### src/rtl/sync_fifo_prog.sv
// sync_fifo_prog
//   Single-clock FIFO for any DEPTH >= 2 (power of two not required), with an
//   occupancy count, almost-full/almost-empty thresholds, sticky overflow and
//   underflow flags, and a synchronous flush.
//
//   Configuration macro: SYNC_FIFO_FWFT_EN
//     defined   -> first-word-fall-through: o_rdata shows the head word
//                  combinationally and o_rvalid = !o_empty (latency 0).
//     undefined -> standard mode: an accepted pop registers mem[rptr] into
//                  o_rdata and pulses o_rvalid the next cycle (latency 1).
//
//   Ports
//     i_clk, i_rst           clock (rising edge), async active-high reset
//     i_push, i_wdata        write request and data
//     i_pop                  read request
//     o_rdata, o_rvalid      read data and its valid
//     i_flush                synchronous clear of contents
//     i_clr_err              clears the sticky error flags
//     o_full, o_empty        count == DEPTH / count == 0
//     o_afull, o_aempty      count >= AFULL_TH / count <= AEMPTY_TH
//     o_count                occupancy 0..DEPTH
//     o_overflow             sticky: push attempted while full
//     o_underflow            sticky: pop attempted while empty
module sync_fifo_prog #(
  parameter int WIDTH     = 16,
  parameter int DEPTH     = 16,
  parameter int AFULL_TH  = DEPTH - 2,
  parameter int AEMPTY_TH = 2,
  localparam int AW = (DEPTH > 1) ? $clog2(DEPTH) : 1,
  localparam int CW = AW + 1
) (
  input  logic             i_clk,
  input  logic             i_rst,
  input  logic             i_push,
  input  logic [WIDTH-1:0] i_wdata,
  input  logic             i_pop,
  output logic [WIDTH-1:0] o_rdata,
  output logic             o_rvalid,
  input  logic             i_flush,
  input  logic             i_clr_err,
  output logic             o_full,
  output logic             o_empty,
  output logic             o_afull,
  output logic             o_aempty,
  output logic [CW-1:0]    o_count,
  output logic             o_overflow,
  output logic             o_underflow
);

  logic [WIDTH-1:0] mem_q [DEPTH];
  logic [AW-1:0]    wptr_q, wptr_d;
  logic [AW-1:0]    rptr_q, rptr_d;
  logic [CW-1:0]    count_q, count_d;
  logic             ovf_q, ovf_d;
  logic             udf_q, udf_d;
  logic             full, empty;
  logic             push_ok, pop_ok;
  logic             ovf_evt, udf_evt;

  // Explicit wrap compare so non-power-of-two depths cycle correctly.
  function automatic logic [AW-1:0] next_ptr(input logic [AW-1:0] p);
    return (p == AW'(DEPTH - 1)) ? '0 : p + AW'(1);
  endfunction

  assign full  = (count_q == CW'(DEPTH));
  assign empty = (count_q == '0);

  // Flush masks both requests, so it neither moves data nor raises errors.
  assign push_ok = i_push && !full  && !i_flush;
  assign pop_ok  = i_pop  && !empty && !i_flush;
  assign ovf_evt = i_push && full   && !i_flush;
  assign udf_evt = i_pop  && empty  && !i_flush;

  always_comb begin
    wptr_d  = wptr_q;
    rptr_d  = rptr_q;
    count_d = count_q;
    ovf_d   = ovf_q;
    udf_d   = udf_q;

    if (i_flush) begin
      wptr_d  = '0;
      rptr_d  = '0;
      count_d = '0;
    end else begin
      if (push_ok) wptr_d = next_ptr(wptr_q);
      if (pop_ok)  rptr_d = next_ptr(rptr_q);
      if (push_ok && !pop_ok)      count_d = count_q + CW'(1);
      else if (pop_ok && !push_ok) count_d = count_q - CW'(1);
    end

    // A new error in the same cycle as a clear keeps the flag set.
    if (ovf_evt)        ovf_d = 1'b1;
    else if (i_clr_err) ovf_d = 1'b0;
    if (udf_evt)        udf_d = 1'b1;
    else if (i_clr_err) udf_d = 1'b0;
  end

  always_ff @(posedge i_clk or posedge i_rst) begin
    if (i_rst) begin
      wptr_q  <= '0;
      rptr_q  <= '0;
      count_q <= '0;
      ovf_q   <= 1'b0;
      udf_q   <= 1'b0;
    end else begin
      wptr_q  <= wptr_d;
      rptr_q  <= rptr_d;
      count_q <= count_d;
      ovf_q   <= ovf_d;
      udf_q   <= udf_d;
    end
  end

  // Storage is deliberately not reset.
  always_ff @(posedge i_clk) begin
    if (push_ok) mem_q[wptr_q] <= i_wdata;
  end

`ifdef SYNC_FIFO_FWFT_EN
  // Drive zero while empty so the output is defined after reset.
  assign o_rdata  = empty ? '0 : mem_q[rptr_q];
  assign o_rvalid = !empty;
`else
  logic [WIDTH-1:0] rdata_q;
  logic             rvalid_q;

  always_ff @(posedge i_clk or posedge i_rst) begin
    if (i_rst) begin
      rdata_q  <= '0;
      rvalid_q <= 1'b0;
    end else begin
      rvalid_q <= pop_ok;
      if (pop_ok) rdata_q <= mem_q[rptr_q];
    end
  end

  assign o_rdata  = rdata_q;
  assign o_rvalid = rvalid_q;
`endif

  assign o_full      = full;
  assign o_empty     = empty;
  assign o_afull     = (count_q >= CW'(AFULL_TH));
  assign o_aempty    = (count_q <= CW'(AEMPTY_TH));
  assign o_count     = count_q;
  assign o_overflow  = ovf_q;
  assign o_underflow = udf_q;

endmodule

### config.mk
export PLATFORM = sky130hd
export DESIGN_NAME = sync_fifo_prog
export DESIGN_NICKNAME = d
export VERILOG_FILES = /design/src/rtl/sync_fifo_prog.sv
export SDC_FILE = /design/constraint.sdc
export NUM_CORES = 1
export LEC_CHECK = 0
export BUFFER_PORTS_ARGS = -buffer_cell sky130_fd_sc_hd__buf_4
export CAP_MARGIN = 5
export CORE_MARGIN = 4
export CORE_UTILIZATION = 50
export DETAILED_ROUTE_END_ITERATION = 8
export GPL_ROUTABILITY_DRIVEN = 0
export PLACE_DENSITY = 0.67
export SYNTH_ARGS = -nofsm -noshare
export SYNTH_HDL_FRONTEND = slang
export SYNTH_SLANG_ARGS = --single-unit
### constraint.sdc
create_clock -name i_clk -period 2.92 [get_ports i_clk]
set_input_delay 0 -clock i_clk [delete_from_list [all_inputs] [get_ports i_clk]]
set_output_delay 0 -clock i_clk [all_outputs]
set_load 0.005 [all_outputs]
* Word-level counts from Yosys, hierarchy flattened
Memories as Yosys holds them, arrays and structs flattened. A register that Yosys moved wholly into a read port is not among the register bits. Cells that the tools add are included.
Storage, ports and cells: memories kept 1, bits in latches 0, word-level logic and storage cells 51, bits in writable memories 256, output and inout bits 28, bits of input ports 22, memory bits (read-only) 0, register bits after elaboration 16
Cells by class: multiplexer cells 14, div/mod/pow operators 0, $mul 0, bitwise logic cells 0, reductions and logical operators 21, equality and inequality tests 3, $add $sub $neg 4, $lt $le $gt $ge 2, shift-type cells 0
Memories:
- mem_q | depth 16, width 16, read ports 1, clocked after Yosys merged registers in 1, write ports 1, RTL line 50 | logic [WIDTH-1:0] mem_q [DEPTH];
Operator list (number):
- $mux W4 | 6
- $mux W5 | 3
- $logic_and A1 B1 Y1 | 10
- $add A4 B1 Y4 const B | 2
- $eq A4 B4 Y1 const B | 2
- $reduce_bool A2 Y1 | 4
- $add A5 B1 Y5 const B | 1
- $eq A5 B5 Y1 const B | 1
- $ge A5 B4 Y1 const B | 1
- $le A5 B2 Y1 const B | 1
- $logic_not A1 Y1 | 5
- $logic_not A5 Y1 | 1
- $mux W1 | 5
- $sub A5 B1 Y5 const B | 1
- $reduce_bool A3 Y1 | 1

* Logic depth before layout (Yosys ltp)
depth in word-level cells 9, gate-level depth with buffers 10, depth with buffers taken out 9

* Least setup slack after synthesis
Ideal clock, no wire load.
path kind register to register, start register count_q[1], in the netlist o_count[1], end memory mem_q[3][0] (enable), data required time 2511 ps, slack 289 ps, arrival 2221 ps, cell stages (with the launch flop) 7, path buffers 0, library setup time 409 ps, clock period less this slack 2631 ps, cells stage by stage dfrtp_1 > nor4_4 > nand2_1 > inv_1 > nor2_1 > nand2_1 > nor3_1
Between the ends: longest elaborated chain between the ends 6
Ends and longest elaborated chain:
- start, declared | RTL line 53 | logic [CW-1:0] count_q, count_d;
- start signal, assigned | RTL line 109 | count_q <= count_d;
- $eq A5 B5 Y1 | RTL line 65 | assign full = (count_q == CW'(DEPTH));
- net o_full | RTL line 41 | output logic o_full,
- $logic_not A1 Y1 | RTL line 69 | assign push_ok = i_push && !full && !i_flush;
- $logic_and A1 B1 Y1 (2 in series) | RTL line 69
- $mux W1 | RTL line 117 | if (push_ok) mem_q[wptr_q] <= i_wdata;
- $mux W1 (implied by the code) | RTL line 117
- end, declared | RTL line 50
The timed path passes the listed nets, and every way through them passes these cells.

* Worst setup path after layout
start register count_q[3], in the netlist o_count[3], end register count_q[4], in the netlist o_count[4]
Between the ends: longest elaborated chain between the ends 8, elaborated cells between the ends (all ways) 18, those cells by class add/sub (2); eq/ne (1); mux (3); reduce/logical (12)
Ends and longest elaborated chain:
- branches (longest 8 deep; another with $sub A5 B1 Y5)
Parallel ways; which one is timed is not known. The select of a mux whose other input is x is not followed. A chain may end at the register's enable or synchronous reset.

==> impl_metrics.py <==
metrics = {
    "logic_synthesis": {
        "synth_edf_count": 256,
        "synth-seq-cells": 288,
        "synth_top_area_cell": "edfxtp_1",
        "yosysTopAreaCellShare_pct": 67.36,
        "syn_inst": 563,
        "avgSynthCellArea_um2": 20.27,
        "async_flop_share_pct": 11.11,
        "synth_area_mm2": 0.01141,
        "synthDistinctLibCells": 47,
        "synthTopCellsByCount": "256 x edfxtp_1, 63 x mux4_2, 32 x dfrtp_1, 32 x mux2i_1, 27 x nor2_1",
        "synth_nets": 595,
        "synthTopCellsByArea": "edfxtp_1 67%, mux4_2 12%, dfrtp_1 7.0%",
        "yosysWarnings": 0,
        "synth.most_common_cell": "edfxtp_1",
        "synth_flop_cell": "edfxtp_1",
        "synth-seq-area-share_pct": 74.38,
    },
    "routing": {
        "drtIter0Drc": 427,
        "wl_mm": 24.42,
        "drc": 0,
        "dr.pass1.iters": 5,
        "postRouteAntennaNets": 0,
        "routedWlPerCell_um": 24.95,
        "via_per_inst": 5.855,
        "via_count": 5732,
    },
    "timing": {
        "hold_viol": 0,
        "post-route-period-util_pct": 95.02,
        "rsz0062_at_grt": "false",
        "fmax_mhz": 360.4,
        "worst_pin_slew_ps": 1029,
        "fin_crit_ps": 2775,
        "finalClockSkew_ps": 15.03,
        "slew_viol_final": 0,
        "setup_viol": 0,
        "fin_tns_setup_ps": 0,
        "maxSlewHeadroom_pct": 31.35,
        "whs_ps": 159.7,
    },
    "pwr": {
        "vdd_ir_drop_max_mv": 0.4067,
        "p_per_area_mw_per_mm2": 745.4,
        "leakagePower_nw": 4.616,
    },
    "grt": {
        "grt_usage_pct": 19.49,
        "grt_max_degree": 33,
        "grt_pass1_wl_mm": 37.85,
        "first_global_vias": 6123,
        "gr-total-overflow": 0,
        "antenna_found_initial": 0,
    },
    "floorplanning": {
        "io_pins": 50,
        "fp-row-count": 55,
        "dieArea_mm2": 0.02530,
        "die_width_um": 159.1,
        "core_area_mm2": 0.02257,
        "start_util_pct": 50.56,
        "die_y_um": 159.1,
    },
    "worst_setup_path": {
        "worstPathRequired_ps": 3350,
        "worstSetupPathType": "register to register",
        "critPathArrivalTime_ps": 3200,
        "crit_cells": 9,
        "critPathMaxFanout": 8,
        "cp-startpoint": "o_count[3]",
        "crit_path_end_kind": "register",
        "critical_path.max_stage_delay_ps": 490,
        "worstReg2RegEnd": "o_count[4]",
        "r2r-start": "o_count[3]",
        "reg2reg_depth": 9,
        "start_kind": "register",
        "crit_chain": "o41a_1, a211oi_2, inv_2, fa_1, a21o_1, a21oi_1, xor2_1, o21ai_1, a32o_1",
        "crit_slowest_cell": "dfrtp_1",
        "cp_top_family": "compound AO/OA/AOI/OAI gates",
        "crit_buf_inv": 1,
        "regToRegSetupSlack_ps": 150,
    },
    "clocking": {
        "h-tree-depth": 1,
        "clk_path_buf_depth": 3,
        "clock_sinks": 288,
        "clkTransAtPathRegs_ps": 60,
        "cts_made_buffers": 29,
        "cts_setup_buffers": 0,
        "clock_latency_ps": 550,
        "cts_root_buf": "clkbuf_16",
        "cts_tree": "done",
    },
    "cells_and_area": {
        "nNetsFinal": 704,
        "n_antenna_cell": 0,
        "fill_cells": 1624,
        "layout-drive-gt1-share_pct": 32.85,
        "final_area_mm2": 0.01346,
        "area_delta_synth_final_pct": 17.97,
    },
    "hold_path": {
        "hold_path.class": "input pin to asynchronous set/reset pin",
    },
    "outcome": {
        "outcome": "complete, no violations",
    },
    "placement": {
        "dpl_cell_area_mm2": 0.01232,
        "hpwl_mm": 14.32,
        "io_buffers": 49,
    },
    "job": {
        "drv_cap": 0,
    },
}
power breakdown:
part,internal (W),switching [W]
Combinational,0.000859,0.000803
Sequential,0.00470,0.000182
Clock,0.00201,0.00149
Total,0.00756,0.00247
kinds of logic (layout without fill, tap and decap cells):
| family | count (synthesis) | count (layout) | share of synthesized area (%) |
|---|---|---|---|
| AO/OA/AOI/OAI | 45 | 45 | 3.486 |
| XOR/XNOR | 6 | 6 | 0.4605 |
| adder cells (fa/ha/maj) | 10 | 10 | 1.162 |
| buffers and inverters | 39 | 170 | 1.754 |
| flip-flops | 288 | 288 | 74.38 |
| multiplexers | 99 | 99 | 15.63 |
| AND/OR/NAND/NOR | 76 | 76 | 3.125 |
final cells by class:
type / instances / area, um2 / share of cell area, %
Sequential cell: 288 / 8494 / 63.09
Multi-Input combinational cell: 236 / 2774 / 20.60
Timing Repair Buffer: 106 / 893.4 / 6.636
Clock buffer: 41 / 800.8 / 5.948
Tap cell: 285 / 356.6 / 2.649
Clock inverter: 12 / 102.6 / 0.7621
Inverter: 11 / 41.29 / 0.3067
per-layer routing:
layer,vias to the layer above,GRT usage [%],part of all wire (%)
li1,2505,-,-
met1,3028,28.26,43
met2,158,31.38,49
met3,41,3.288,5.3
met4,0,5.010,2.4
met5,-,0,0
state kept, by name, indices dropped and copies added, names as in the netlist:
signal,cells
o_overflow,1
mem_q,256
o_rvalid,1
o_rdata,16
o_count,5
rptr_q,4
o_underflow,1
wptr_q,4
worst reg2reg max path, stage by stage (launching register included):
cell and delay, ps:
dfrtp_1 490, o41a_1 390, a211oi_2 330, inv_2 120
fa_1 430, a21o_1 200, a21oi_1 190, xor2_1 220
o21ai_1 80, a32o_1 210
stage by stage:
stage	worst slack (ps)	utilization (%)	instances	total power (W)
finish	145.4	59.65	979	0.01004
floorplan	289.4	-	563	0.005913
CTS	120.9	59.65	979	0.01013
detailed placement	233.2	54.58	902	0.006604
global placement	302.8	54.58	902	0.006543
global route	28.54	59.65	979	0.01048
timing repair:
item	in CTS	in global routing
resized for setup	0	1
hold buffers	24	0
endpoints found under the setup margin	0	1
endpoints found under the hold margin	304	0
placed cells by master, fill, tap and decap left out, types with 3 or more instances in the layout:
cell type and n:
edfxtp_1 256, buf_4 79, mux4_2 63, mux2i_1 32, clkbuf_16 29, dfrtp_1 29, nand2_1 26, dlygate4sd3_1 24
nor2_1 15, nor2_2 12, o221ai_2 10, a21oi_1 9, ha_1 9, clkbuf_1 9, clkinv_2 8, inv_1 7
nand2b_1 5, o221ai_1 5, inv_2 4, xnor2_1 4, nand3_1 4, nor3_2 4, mux2_1 3, o21ai_1 3
clkbuf_8 3, buf_12 3
worst max-delay path by stage:
stage	endpoint	slack [ps]
final	o_count[4]	150
after global routing	o_count[4]	30
after CTS	o_count[4]	120
after detailed placement	o_count[4]	230
after global placement	o_count[4]	300
after floorplan	mem_q[3][0]	290
(Power assumes the default switching activity.)
